==> src/rtl/word_serializer16.sv <==
// 16-bit parallel-to-serial converter: valid/ready word intake, each bit held
// for HOLD enabled cycles, and ENABLE=0 freezes every piece of state.
module word_serializer16 #(
  parameter int MSB_FIRST = 1,
  parameter int HOLD      = 1
) (
  input  logic        CLK,
  input  logic        nRESET,
  input  logic [15:0] IN,
  input  logic        IN_VALID,
  output logic        IN_READY,
  input  logic        ENABLE,
  output logic        SOUT,
  output logic        SOUT_VALID,
  output logic [3:0]  BIT_IDX,
  output logic        FIRST,
  output logic        LAST,
  output logic        BUSY
);

  localparam int            HW       = (HOLD > 1) ? $clog2(HOLD) : 1;
  localparam logic [HW-1:0] HOLD_MAX = HW'(HOLD - 1);
  localparam logic [0:0]    IDLE     = 1'b0;
  localparam logic [0:0]    SHIFT    = 1'b1;

  logic [0:0]    state_reg;
  logic [15:0]   word_reg;
  logic [3:0]    count_reg;
  logic [HW-1:0] hold_reg;

  logic       shifting;
  logic       hold_last;
  logic       word_done;
  logic       xfer;
  logic [3:0] idx;

  assign shifting  = (state_reg == SHIFT);
  assign hold_last = (hold_reg == HOLD_MAX);
  assign word_done = shifting && (count_reg == 4'd15) && hold_last;

  // Ready during the final hold cycle lets the next word follow with no bubble.
  assign IN_READY  = ENABLE && (!shifting || word_done);
  assign xfer      = IN_VALID && IN_READY;
  assign idx       = (MSB_FIRST != 0) ? ~count_reg : count_reg;

  always_ff @(posedge CLK or negedge nRESET) begin
    if (!nRESET) begin
      state_reg <= IDLE;
      word_reg  <= 16'd0;
      count_reg <= 4'd0;
      hold_reg  <= '0;
    end else if (ENABLE) begin
      if (xfer) begin
        state_reg <= SHIFT;
        word_reg  <= IN;
        count_reg <= 4'd0;
        hold_reg  <= '0;
      end else if (shifting) begin
        if (hold_last) begin
          // count wraps 15 -> 0 on its own as the word completes
          hold_reg  <= '0;
          count_reg <= count_reg + 4'd1;
          if (count_reg == 4'd15) begin
            state_reg <= IDLE;
          end
        end else begin
          hold_reg <= hold_reg + 1'b1;
        end
      end
    end
  end

  // Outputs decode straight from frozen state, so they hold during a pause.
  assign BUSY       = shifting;
  assign SOUT_VALID = shifting && ENABLE;
  assign BIT_IDX    = shifting ? idx : 4'd0;
  assign SOUT       = shifting && word_reg[idx];
  assign FIRST      = SOUT_VALID && (count_reg == 4'd0);
  assign LAST       = SOUT_VALID && (count_reg == 4'd15);

endmodule

==> config.mk <==
export PLATFORM = sky130hd
export DESIGN_NAME = word_serializer16
export DESIGN_NICKNAME = d
export VERILOG_FILES = /design/src/rtl/word_serializer16.sv
export SDC_FILE = /design/constraint.sdc
export NUM_CORES = 1
export LEC_CHECK = 0
export BUFFER_PORTS_ARGS = -buffer_cell sky130_fd_sc_hd__buf_4
export CAP_MARGIN = 5
export CORE_MARGIN = 1.5
export CORE_UTILIZATION = 50
export DETAILED_ROUTE_END_ITERATION = 6
export HOLD_SLACK_MARGIN = 0.02
export PLACE_DENSITY_LB_ADDON = 0.15
export SYNTH_ARGS = -nofsm -noshare
export SYNTH_HDL_FRONTEND = slang
export SYNTH_SLANG_ARGS = --single-unit
==> constraint.sdc <==
create_clock -name CLK -period 4.91 [get_ports CLK]
set_input_delay 0.491 -clock CLK [delete_from_list [all_inputs] [get_ports CLK]]
set_output_delay 0.491 -clock CLK [all_outputs]
set_load 0.01 [all_outputs]
==> qor.txt <==
Period Utilization, post-route - 0.524
Critical path class - register to output port
Root buffer cell - clkbuf_4
Final Hold Vio Count - 0
Via count - 771
Worst-case clock buffer depth - 2
Crit end category - output port
Synth cell types - 28
Die X - 50.5 um
Status - completed
Vias in the first global route - 783
Hold-fix buffers, CTS - 0
Die Y - 50.5 um
Total Power - 0.000724 W
Slowest cell on crit path - dfrtp_1
Clk pwr share - 0.112
Sequential Power Share - 0.462
Initial Util - 0.551
First-pass GRT wire length - 3.51 mm
H-tree Lvls - 1
Reg2Reg Setup Slack - 2.86 ns
Setup tns final - 0 ns
Top Ports - 30
Clock sinks - 21
Reg2reg end - word_reg[9]
CTS Buf Count - 3
HP Class - input port to async pin
Clock Latency Late Sink - 0.30 ns
Detail Route Antenna Nets - 0
Post-synth top area cell - dfrtp_1
GRT Total Usage - 0.188
Post-CTS sizing - 0
Antenna diodes - 0
Core ar. - 0.00204 mm^2
Pwr dens - 532 mW/mm^2
Largest register FFs - 16
Int Pwr - 0.000480 W
DR iter-0 viols - 11
CTS tree - yes
Crit path buffers/inverters - 1
Predominant post-synthesis flop cell - dfrtp_1
Hold slack - 0.0517 ns
Most common cell in the netlist - dfrtp_1
Relative slew slack - 0.535
P_sw - 0.000244 W
Clock period minus worst slack - 2.57 ns
Critical Path Max Stage Delay - 0.71 ns
Row count - 16
CP max FO - 13
Final core area utilization - 0.667
Crit-path cells - mux2_2 -> or3_1 -> o211ai_1 -> o32ai_1 -> buf_4
CP startpoint kind - register
Flops & latches, synth - 21
Least-Margin Pin Slew - 0.695 ns
Largest cells by area after synthesis - dfrtp_1, mux2_4, mux2_2
Placer congestion estimate - 0.811
Drt pass-1 iters - 4
Syn Std Cell Area - 0.00113 mm^2
Initial antenna violation count - 0
Async SR Flop Fraction - 1.00
Final setup vio count - 0
Pins Over Slew Limit - 0
FMAX - 388 MHz
R2R depth - 4
Max Cap Viol - 0
Lkg Pwr - 0.651 nW
Routed vias/inst - 5.32
Fraction of layout cells with a size suffix above 1 - 0.449
Post-synth EDFFs - 0
Worst path required time - 4.42 ns
Clock skew - 0.00550 ns
Net Sw Frac - 0.337
RR Startpoint - count_reg[0]
Setup crit start - count_reg[2]
DRC viols - 0
Syn Nets - 111
Wire per inst - 13.9 um
Power share of the combinational group - 0.426
Top delay family on crit path - flip-flops
Nets - 141
Synth Instances - 89
Die area - 0.00255 mm^2
Routed wire length - 2.01 mm
IO buf count - 29
Unrepaired setup endpoints after global routing - false
Clock transition at path regs - 0.11 ns
Postcts setup bufs - 0
Top post-synthesis cells by count - dfrtp_1, mux2_2, nand2_1
VDD IR max - 359 uV
GRT overflow - 0
Hpwl dp - 1.49 mm
Area share of the largest cell type after synthesis - 0.467
Largest net degree at the start of global routing - 22
Area Growth Syn to Fin - 21.0%
Avg Inst Size Synth - 12.7 um^2
Yosys warnings - 0
Seq/Total Area, Yosys - 0.467
WP data arrival - 2.08 ns
-- power groups by stage --
stage / combinational [W] / sequential, W / clock (W)
floorplan: 0.000253 / 0.000295 / 0
global placement: 0.000302 / 0.000335 / 0
detailed placement: 0.000312 / 0.000338 / 0
CTS: 0.000313 / 0.000334 / 0.0000832
global route: 0.000342 / 0.000348 / 0.0000920
finish: 0.000309 / 0.000334 / 0.0000810
-- worst max-delay path by stage --
stage / endpoint / slack [ns] / depth (start not counted)
floorplan: SOUT / 3.06 / 4
global placement: SOUT / 2.73 / 5
detailed placement: SOUT / 2.69 / 5
CTS: SOUT / 2.34 / 5
global route: SOUT / 2.23 / 5
finish: SOUT / 2.34 / 5
-- layout by cell type, fill, tap and decap left out --
| cell type | n |
|---|---|
| nand3_4 | 1 |
| or3_2 | 1 |
| dfrtp_1 | 21 |
| mux2_2 | 9 |
| o31ai_1 | 1 |
| a2111oi_0 | 1 |
| nor2_1 | 1 |
| a21oi_1 | 2 |
| a22o_1 | 1 |
| o32ai_1 | 1 |
| o211ai_1 | 1 |
| ha_1 | 2 |
| a21oi_4 | 1 |
| clkbuf_1 | 1 |
| mux2_4 | 8 |
| mux4_2 | 1 |
| clkbuf_4 | 3 |
| or3_1 | 2 |
| inv_1 | 6 |
| o21ai_1 | 1 |
| nor2b_1 | 4 |
| mux2i_1 | 3 |
| nor4b_1 | 1 |
| o21ai_0 | 3 |
| mux4_1 | 1 |
| buf_4 | 29 |
| nand3_1 | 3 |
| nand2_1 | 9 |
-- layout make-up --
cell class | count | area, um^2
fill | 178 | 679
multi-input combinational | 58 | 537
sequential | 21 | 526
timing repair buffer | 29 | 218
tap | 27 | 33.8
clock buffer | 4 | 26.3
inverter | 6 | 22.5
-- worst register-to-register path, cell delays in order (launching register included) --
cell and delay (ns):
dfrtp_1 0.51, ha_1 0.29, nand3_4 0.12, a21oi_4 0.61, mux2_2 0.42
-- through the flow --
| stage | instance area (um^2) | instances | setup WS [ns] |
|---|---|---|---|
| finish | 1360 | 145 | 2.34 |
| global route | 1360 | 145 | 2.23 |
| CTS | 1360 | 145 | 2.34 |
| detailed placement | 1340 | 141 | 2.69 |
| global placement | 1340 | 141 | 2.73 |
| floorplan | 1130 | 89 | 3.06 |
-- layer usage --
metal / GRT usage / share of wire / vias up
met3: 0.0476 / 0.066 / 4
met2: 0.333 / 0.48 / 28
met1: 0.217 / 0.44 / 361
met5: 0 / 0 / -
li1: - / - / 378
met4: 0.0676 / 0.018 / 0
-- logic make-up (layout without fill, tap and decap cells) --
family	count (synthesis)	in the layout	share of synthesized area
fa+ha+maj	2	2	0.0222
compound gates	12	12	0.0778
buf+inv	10	39	0.0567
mux	22	22	0.267
simple gates	22	22	0.110
flops	21	21	0.467
Power figures use the tool's default switching activity.
